## src/rtl/vc_port_controller.sv

```systemverilog
// Virtual-channel input port controller.
// Each VC has its own flit FIFO and a small packet FSM. One round-robin
// arbiter asks the router to reserve an output port. A second round-robin
// arbiter forwards flits from VCs that hold a reservation. The reservation
// is released with a one-cycle relieve pulse after the packet's last flit.
module vc_port_controller #(
  parameter int DATA_WIDTH    = 32,
  parameter int TYPE_WIDTH    = 2,
  parameter int VC            = 4,
  parameter int BUFFER_DEPTH  = 4,
  parameter int REQUEST_WIDTH = 2,
  localparam int VW           = $clog2(VC)
) (
  input  logic                     clk,
  input  logic                     rst,
  input  logic [DATA_WIDTH-1:0]    data_in,
  input  logic [VW-1:0]            vc_in,
  input  logic                     valid_in,
  output logic [VC-1:0]            ready_in,
  output logic [DATA_WIDTH-1:0]    data_out,
  output logic [VW-1:0]            vc_out,
  output logic                     valid_out,
  input  logic                     ready_out,
  output logic                     routeReserveRequestValid,
  output logic [REQUEST_WIDTH-1:0] routeReserveRequest,
  output logic [VW-1:0]            routeReserveVC,
  input  logic                     routeReserveStatus,
  output logic                     routeRelieve,
  output logic [VW-1:0]            routeRelieveVC,
  output logic                     protocolError
);

  localparam int PW = $clog2(BUFFER_DEPTH);
  localparam int CW = PW + 1;

  localparam logic [TYPE_WIDTH-1:0] TYPE_HEADTAIL = TYPE_WIDTH'(0);
  localparam logic [TYPE_WIDTH-1:0] TYPE_HEAD     = TYPE_WIDTH'(1);
  localparam logic [TYPE_WIDTH-1:0] TYPE_TAIL     = TYPE_WIDTH'(3);

  typedef enum logic [1:0] {IDLE, REQUEST, ACTIVE} vcState_t;

  logic [DATA_WIDTH-1:0] mem [VC][BUFFER_DEPTH];
  logic [PW-1:0]         wrPtr [VC];
  logic [PW-1:0]         rdPtr [VC];
  logic [CW-1:0]         count [VC];
  logic [DATA_WIDTH-1:0] front [VC];
  logic [TYPE_WIDTH-1:0] frontType [VC];
  logic [VC-1:0]         notEmpty, pushVec, popVec, discardVec, outPopVec;

  vcState_t              stateQ [VC];
  vcState_t              stateD [VC];
  logic [VC-1:0]         headSentQ, headSentD;

  logic [VC-1:0]         reqCand, outCand;
  logic                  reqBusy, outBusy;
  logic [VW-1:0]         reqVcQ, outVcQ, reqPtr, outPtr, reqSel, outSel;
  logic                  reqValid, reqGrant, outValid, outFire;
  logic                  outIsHead, outIsEnd, errSet;

  function automatic logic isHead(input logic [TYPE_WIDTH-1:0] t);
    return (t == TYPE_HEAD) || (t == TYPE_HEADTAIL);
  endfunction

  function automatic logic isEnd(input logic [TYPE_WIDTH-1:0] t);
    return (t == TYPE_TAIL) || (t == TYPE_HEADTAIL);
  endfunction

  // First candidate at or after ptr, wrapping; VC is a power of two.
  function automatic logic [VW-1:0] rrPick(input logic [VC-1:0] cand,
                                           input logic [VW-1:0] ptr);
    logic [VW-1:0] idx;
    logic          found;
    rrPick = '0;
    found  = 1'b0;
    for (int i = 0; i < VC; i++) begin
      idx = ptr + VW'(i);
      if (!found && cand[idx]) begin
        rrPick = idx;
        found  = 1'b1;
      end
    end
  endfunction

  // FIFO front view, fullness and the push/discard decode per VC.
  always_comb begin
    for (int v = 0; v < VC; v++) begin
      front[v]      = mem[v][rdPtr[v]];
      frontType[v]  = front[v][DATA_WIDTH-1 -: TYPE_WIDTH];
      notEmpty[v]   = (count[v] != '0);
      ready_in[v]   = (count[v] != CW'(BUFFER_DEPTH));
      pushVec[v]    = valid_in && ready_in[v] && (vc_in == VW'(v));
      reqCand[v]    = (stateQ[v] == REQUEST);
      outCand[v]    = (stateQ[v] == ACTIVE) && notEmpty[v];
      discardVec[v] = (stateQ[v] == IDLE) && notEmpty[v] && !isHead(frontType[v]);
    end
  end

  // Both arbiters: a held selection wins, otherwise round-robin pick.
  always_comb begin
    reqSel    = reqBusy ? reqVcQ : rrPick(reqCand, reqPtr);
    reqValid  = reqBusy || (|reqCand);
    reqGrant  = reqValid && routeReserveStatus;
    outSel    = outBusy ? outVcQ : rrPick(outCand, outPtr);
    outValid  = outBusy || (|outCand);
    outFire   = outValid && ready_out;
    outIsHead = isHead(frontType[outSel]);
    outIsEnd  = isEnd(frontType[outSel]);
    outPopVec = '0;
    for (int v = 0; v < VC; v++) begin
      outPopVec[v] = outFire && (outSel == VW'(v));
    end
    popVec = outPopVec | discardVec;
    errSet = (|discardVec) || (outFire && headSentQ[outSel] && outIsHead);
  end

  // Outputs are forced to zero whenever the matching valid is low.
  always_comb begin
    routeReserveRequestValid = reqValid;
    routeReserveVC           = reqValid ? reqSel : '0;
    routeReserveRequest      = reqValid ? front[reqSel][REQUEST_WIDTH-1:0] : '0;
    valid_out                = outValid;
    vc_out                   = outValid ? outSel : '0;
    data_out                 = outValid ? front[outSel] : '0;
  end

  // Per-VC packet FSM next state; headSent marks that the packet's head left.
  always_comb begin
    for (int v = 0; v < VC; v++) begin
      stateD[v]    = stateQ[v];
      headSentD[v] = headSentQ[v];
      case (stateQ[v])
        IDLE: begin
          headSentD[v] = 1'b0;
          if (notEmpty[v] && isHead(frontType[v])) stateD[v] = REQUEST;
        end
        REQUEST: begin
          if (reqGrant && (reqSel == VW'(v))) stateD[v] = ACTIVE;
        end
        ACTIVE: begin
          if (outPopVec[v]) begin
            if (isEnd(frontType[v])) begin
              stateD[v]    = IDLE;
              headSentD[v] = 1'b0;
            end else begin
              headSentD[v] = 1'b1;
            end
          end
        end
        default: stateD[v] = IDLE;
      endcase
    end
  end

  // FSM state registers.
  always_ff @(posedge clk or negedge rst) begin
    if (!rst) begin
      for (int v = 0; v < VC; v++) stateQ[v] <= IDLE;
      headSentQ <= '0;
    end else begin
      for (int v = 0; v < VC; v++) stateQ[v] <= stateD[v];
      headSentQ <= headSentD;
    end
  end

  // FIFO pointers and occupancy; push and pop together keep the count.
  always_ff @(posedge clk or negedge rst) begin
    if (!rst) begin
      for (int v = 0; v < VC; v++) begin
        wrPtr[v] <= '0;
        rdPtr[v] <= '0;
        count[v] <= '0;
      end
    end else begin
      for (int v = 0; v < VC; v++) begin
        if (pushVec[v]) wrPtr[v] <= wrPtr[v] + PW'(1);
        if (popVec[v])  rdPtr[v] <= rdPtr[v] + PW'(1);
        if (pushVec[v] && !popVec[v])      count[v] <= count[v] + CW'(1);
        else if (!pushVec[v] && popVec[v]) count[v] <= count[v] - CW'(1);
      end
    end
  end

  // FIFO storage; contents are only observed through valid-gated outputs.
  always_ff @(posedge clk) begin
    for (int v = 0; v < VC; v++) begin
      if (pushVec[v]) mem[v][wrPtr[v]] <= data_in;
    end
  end

  // Arbiter hold registers and round-robin pointers.
  always_ff @(posedge clk or negedge rst) begin
    if (!rst) begin
      reqBusy <= 1'b0;
      reqVcQ  <= '0;
      reqPtr  <= '0;
      outBusy <= 1'b0;
      outVcQ  <= '0;
      outPtr  <= '0;
    end else begin
      if (reqGrant) begin
        reqBusy <= 1'b0;
        reqPtr  <= reqSel + VW'(1);
      end else if (reqValid) begin
        reqBusy <= 1'b1;
        reqVcQ  <= reqSel;
      end
      if (outFire) begin
        outBusy <= 1'b0;
        outPtr  <= outSel + VW'(1);
      end else if (outValid) begin
        outBusy <= 1'b1;
        outVcQ  <= outSel;
      end
    end
  end

  // Relieve pulse follows the last flit's pop; the error flag is sticky.
  always_ff @(posedge clk or negedge rst) begin
    if (!rst) begin
      routeRelieve   <= 1'b0;
      routeRelieveVC <= '0;
      protocolError  <= 1'b0;
    end else begin
      routeRelieve   <= outFire && outIsEnd;
      routeRelieveVC <= (outFire && outIsEnd) ? outSel : '0;
      if (errSet) protocolError <= 1'b1;
    end
  end

endmodule

```

## config.mk

```make
export PLATFORM = sky130hd
export DESIGN_NAME = vc_port_controller
export DESIGN_NICKNAME = d
export VERILOG_FILES = /design/src/rtl/vc_port_controller.sv
export SDC_FILE = /design/constraint.sdc
export NUM_CORES = 1
export LEC_CHECK = 0
export BUFFER_PORTS_ARGS = -buffer_cell sky130_fd_sc_hd__buf_4
export CORE_ASPECT_RATIO = 1.1
export CORE_MARGIN = 2
export CORE_UTILIZATION = 55
export DETAILED_ROUTE_END_ITERATION = 8
export PLACE_DENSITY = 0.72
export RECOVER_POWER = 50
export SYNTH_ARGS = -nofsm -noshare
export SYNTH_HDL_FRONTEND = slang
export SYNTH_SLANG_ARGS = --single-unit
```

## constraint.sdc

```tcl
create_clock -name clk -period 7 [get_ports clk]
set_input_delay 1.05 -clock clk [delete_from_list [all_inputs] [get_ports clk]]
set_output_delay 1.05 -clock clk [all_outputs]
set_load 0.05 [all_outputs]
```

## Word level (Yosys, flattened, before mapping)

Memories as Yosys holds them, arrays and structs flattened.
Cells that the tools add are included.

- Flip-flop bits (word level): 54
- Bits in writable memories: 512
- Input bits: 39
- Output and inout port bits: 48
- Logic and storage cells: 394
- Memories kept: 1

Memory list:

| memory | depth | bits a word | rd ports | clocked after Yosys merged registers in | wr ports | line | source |
|---|---|---|---|---|---|---|---|
| mem | 4 | 128 | 4 | 0 | 1 | 42 | `logic [DATA_WIDTH-1:0] mem [VC][BUFFER_DEPTH];` |

- $add $sub $neg: 24
- Magnitude comparators: 23
- Equal/unequal tests: 47
- Multiplexer cells: 129
- Bitwise logic cells: 13
- Reduce and logical (&&, ||, !) cells: 128

Operators by type and width:

| operator | count |
|---|---|
| $mux 128 | 10 |
| $mux 32 | 15 |
| $bmux 32 s2 | 6 |
| $reduce_or 128->1 | 3 |
| $demux 32 s2 | 4 |
| $mux 2 | 37 |
| $logic_and 1x1->1 | 55 |
| $mux 1 | 31 |
| $eq 2x2->1 const B | 15 |
| $ge 3x3->1 const B | 10 |
| $not 2->3 | 10 |
| $lt 2x3->1 const B | 9 |
| $add 2x1->2 const B | 12 |
| $eq 2x1->1 const B | 12 |
| $logic_not 2->1 | 12 |
| $mux 3 | 8 |
| $ne 2x1->1 const B | 12 |
| $pmux 2 s3 | 4 |
| $reduce_bool 2->1 | 10 |
| $bmux 1 s2 | 9 |
| $logic_not 1->1 | 18 |
| $reduce_and 4->1 | 4 |
| $logic_or 1x1->1 | 13 |
| $add 3x1->3 const B | 4 |
| other kinds (12) | 41 |

## Depth between registers and ports, before layout

- Depth after elaboration: 23
- Depth in mapped cells: 15
- Mapped depth without buffers: 13

## Worst setup path after synthesis

OpenSTA, ideal clock, no wires.

- Kind: register to output
- Start point: reg count[4] (netlist bit)
- End point: out data_out[22]
- Data arrival time: 3.037 ns
- Data required time: 5.950 ns
- Setup slack: 2.913 ns
- Stages on the path, launching flop included: 12
- Buffers on the path: 3
- Path through: dfrtp_1 or3_1 buf_2 a2111o_1 o32ai_2 a22oi_2 and2_1 buf_6 inv_12 buf_6 mux2i_1 o22ai_1

- Cells in the longest elaborated chain, start to end: 20
- Elaborated cells on any way between the ends: 31
- Classes of those cells: mux (20); bitwise (1); reduce/logical (10)

RTL lines:

| what | line | source |
|---|---|---|
| start, declared | 45 | `logic [CW-1:0] count [VC];` |
| start signal, assigned by index | 177 | `if (pushVec[v] && !popVec[v]) count[v] <= count[v] + CW'(1);` |
| start signal, assigned by index | 178 | `else if (!pushVec[v] && popVec[v]) count[v] <= count[v] - CW'(1);` |
| $reduce_bool 3->1 * | 89 | `notEmpty[v] = (count[v] != '0);` |
| $logic_and 1x1->1 * | 93 | `outCand[v] = (stateQ[v] == ACTIVE) && notEmpty[v];` |
| $bmux 1 s2 | 77 | `if (!found && cand[idx]) begin` |
| $mux 1 (implied by the code) | 77 |  |
| $mux 1 | 77 |  |
| $logic_not 1->1 | 77 |  |
| $logic_and 1x1->1 | 77 |  |
| $mux 1 | 77 |  |
| [... 3 more ...] | - |  |
| $logic_not 1->1 | 77 |  |
| $logic_and 1x1->1 | 77 |  |
| $mux 2 | 77 |  |
| $mux 2 | 103 | `outSel = outBusy ? outVcQ : rrPick(outCand, outPtr);` |
| $not 2->3 (implied by the code) | 123 | `data_out = outValid ? front[outSel] : '0;` |
| $bmux 32 s2 | 123 |  |
| $mux 32 (implied by the code) (2 in a row) | 123 |  |
| $mux 32 * | 123 |  |
| end, declared | 20 | `output logic [DATA_WIDTH-1:0] data_out,` |

Every way passes the cells marked *; elsewhere a longest branch is shown, timed or not. The select of a mux whose other input is x is not followed.

## Final worst setup path

- Start point: reg count[4] (netlist bit)
- End point: out data_out[2]

Same word-level chain as after synthesis.

==> run_results.csv <==
group,metric,value,unit
hold_path,hold_depth,1,
worst_setup_path,reg2reg_depth,12,
clocking,ctsResizeCount,0,
route,drc_errors,0,
place,dp_hpwl,27.03,mm
global_route,antenna_found_initial,1,
clocking,clock-root-buffer,"clkbuf_16",
worst_setup_path,crit_arrival,3890,ps
route,ant_nets,0,
global_route,grt_pass1_wl,73.94,mm
clocking,path_clk_slew,60,ps
synthesis,ys_warn_count,0,
global_route,grt_pass1_vias,11510,
global_route,overflow,0,
synthesis,postSynthCellCount,1155,
worst_setup_path,r2r_start,"count[0]$_DFFE_PN0P_",
worst_setup_path,endpoint_kind,"output port",
timing,drv_slew,55,
worst_setup_path,cp_top_family,"compound AO/OA/AOI/OAI gates",
cells_and_area,final_area,25640,µm²
synthesis,syn_avg_cell_area,19.82,µm²
synthesis,synth_edf_count,512,
outcome,status,"finished, violations left",
timing,fmax,202.6,MHz
pwr,leakage,8.489,nW
timing,period_needed,4935,ps
place,post_dp_cell_area,24140,µm²
worst_setup_path,rrSetupSlack,2560,ps
timing,hold_viol_final,0,
global_route,grtUsageTotal,24.03,%
worst_setup_path,critPathMaxFanout,64,
outcome,violations,"max-capacitance violations, max-slew violations",
route,vias_per_cell,6.150,
floorplanning,pin_count,87,
cells_and_area,nets,1335,
route,wl_per_cell,26.90,µm
cells_and_area,final_cell_mix,"edfxtp_1 (512), mux4_2 (128), mux2i_1 (71)",
floorplanning,initial_core_util,55.59,%
worst_setup_path,start_kind,"flip-flop",
hold_path,hold_path_end,"protocolError$_DFFE_PN0P_",
timing,fin_worst_skew,26.66,ps
clocking,cts.sinks,566,
timing,fin_ws,2065,ps
timing,timing.hold.ws,482.6,ps
worst_setup_path,slowest_stage,"or3_1",
hold_path,hold_class,"flip-flop to flip-flop",
clocking,cts_made_buffers,53,
clocking,ctsLongestPathBuffers,3,
route,finalWirelength,50.03,mm
place,dp_slack,2613,ps
cells_and_area,drive_gt1_share,23.62,%
worst_setup_path,path_cells,"or3_1, a2111o_1, o32ai_2, a22oi_2, and2_1, inv_12, mux2i_1, o22ai_1, buf_4",
global_route,grt_max_degree,65,
flow_run,maxCapViolCount,1,
floorplanning,core_area,41180,µm²
synthesis,synthArstFlopShare,9.541,%
timing,setup_tns,0,ps
timing,rsz0062_at_grt,"no",
place,place.gp.congestion,0.8339,
synthesis,ys_seq_elements,566,
synthesis,synth_top_flop_cell,"edfxtp_1",
timing,slew-limit-headroom,-103.2,%
worst_setup_path,slowest_delay,490,ps
clocking,ctsHoldBuffers,0,
worst_setup_path,crit_required,5950,ps
worst_setup_path,worstSetupPathType,"flip-flop to output port",
pwr,finalPower,11.65,mW
clocking,post_cts_buffers,0,
worst_setup_path,crit_start,"count[4]$_DFFE_PN0P_",
clocking,clkLatencyLatePin,610,ps
route,drt_iter0_drc,1020,
clocking,h-tree-depth,2,
route,dr.pass1.iters,5,
pwr,p_per_area,454.5,nW/µm²
floorplanning,die_y,218.0,µm
synthesis,synth_fp_nets,1232,
worst_setup_path,worst_r2r_endpoint,"count[4]$_DFFE_PN0P_",
clocking,tritoncts,"built",
synthesis,yosysSeqAreaShare,73.05,%
synthesis,synth_area,22900,µm²
floorplanning,die_area,43280,µm²
cells_and_area,diodes,0,
hold_path,min_from,"protocolError$_DFFE_PN0P_",
route,vias,11440,
timing,timing.final.crit_share,70.50,%
timing,finalSetupViolCount,0,
cells_and_area,layout_commonest_cell,"edfxtp_1",
synthesis,synth.distinct_cells,55,
place,portBuffers,86,
worst_setup_path,path_buf_inv,2,
floorplanning,num_rows,78,
cells_and_area,nFillCells,2944,
cells_and_area,syn_to_final_growth,12.00,%
floorplanning,dieWidth,198.5,µm
pwr,ir_drop,0.0003511,V
timing,tightest_slew,3048,ps
## power by group
group	total, mW	internal, mW	switching [mW]
logic	4.54	1.73	2.81
clock network	2.73	1.53	1.20
registers	4.38	4.01	0.378
total	11.7	7.27	4.38
## flip-flops by register name (all words and copies together) (netlist names), 4 cells and up
name       cells
mem          512
count         12
rdPtr          8
stateQ         8
wrPtr          8
headSentQ      4
## stage by stage
step                instances  utilization (%)
floorplan                1155                -
global placement         1763            58.62
detailed placement       1763            58.62
CTS                      1860            62.58
global route             1860            62.26
finish                   1860            62.26
## metal layers
metal | global-route usage [%] | wire length, µm | up-vias
li1 | - | - | 4877
met3 | 3.588 | 3181 | 83
met1 | 34.43 | 20890 | 6061
met5 | 0 | 13 | -
met4 | 6.791 | 1107 | 2
met2 | 39.13 | 24840 | 416
## cells in the mapped netlist (2+ instances only)
cell	number	area, µm²
ha_1	34	425.4
buf_1	2	7.510
and4_1	3	26.28
fa_1	4	80.08
or4_1	2	15.01
inv_1	27	101.4
a311oi_1	2	17.52
o221ai_1	2	17.52
o21ai_1	2	10.01
and4b_1	2	20.02
o21ai_0	17	85.08
inv_2	2	7.510
buf_2	6	30.03
nor2b_1	14	87.58
o31ai_1	3	22.52
xnor2_1	16	140.1
nand2b_1	9	56.30
dfrtp_1	54	1351
nor4b_1	4	35.03
edfxtp_1	512	15370
and2_1	21	131.4
nand3_1	6	30.03
nand2_1	34	127.6
a211oi_1	9	67.56
mux2i_1	71	710.7
mux2_2	7	78.83
or3_1	3	18.77
xor2_1	8	70.07
nor3_1	6	30.03
o211ai_1	3	22.52
o22ai_1	31	193.9
mux4_2	128	2883
nor2_1	33	123.9
clkbuf_1	41	153.9
a21oi_1	11	55.05
buf_6	7	78.83
## cell type report
| class | instances | area (µm²) | area share (%) |
|---|---|---|---|
| multi-input cells | 503 | 5794 | 22.60 |
| well taps | 560 | 700.7 | 2.732 |
| clock inverters | 35 | 231.5 | 0.9027 |
| inverters | 30 | 125.1 | 0.4879 |
| clock buffers | 62 | 1403 | 5.470 |
| flip-flops and latches | 566 | 16740 | 65.27 |
| repair buffers | 104 | 653.1 | 2.547 |
## worst register-to-register path, stage by stage, from the launching register on
cell      delay, ps
dfrtp_1         430
nor3_1          550
nor2_1          170
o221ai_1        230
and4_2          260
buf_4           570
inv_2           240
a211oi_1        650
nor2_1          240
ha_1            270
inv_1            70
fa_1            400
mux2_2          270
## worst max-delay path by stage
| stage | end | slack, ps | cells past startpoint |
|---|---|---|---|
| after floorplan | data_out[22] | 2910 | 11 |
| after global placement | count[4]$_DFFE_PN0P_ | 2680 | 12 |
| after detailed placement | count[4]$_DFFE_PN0P_ | 2610 | 12 |
| after CTS | data_out[2] | 2090 | 9 |
| after global routing | data_out[2] | 1830 | 9 |
| final | data_out[2] | 2060 | 9 |
## kinds of logic after synthesis
group / Yosys count / synth area share [%]
xor+xnor: 24 / 0.9181
simple gates: 141 / 3.197
fa+ha+maj: 38 / 2.208
compound gates: 93 / 2.809
mux: 207 / 16.09
buf+inv: 86 / 1.727
flops: 566 / 73.05
Power figures use the tool's default switching activity.
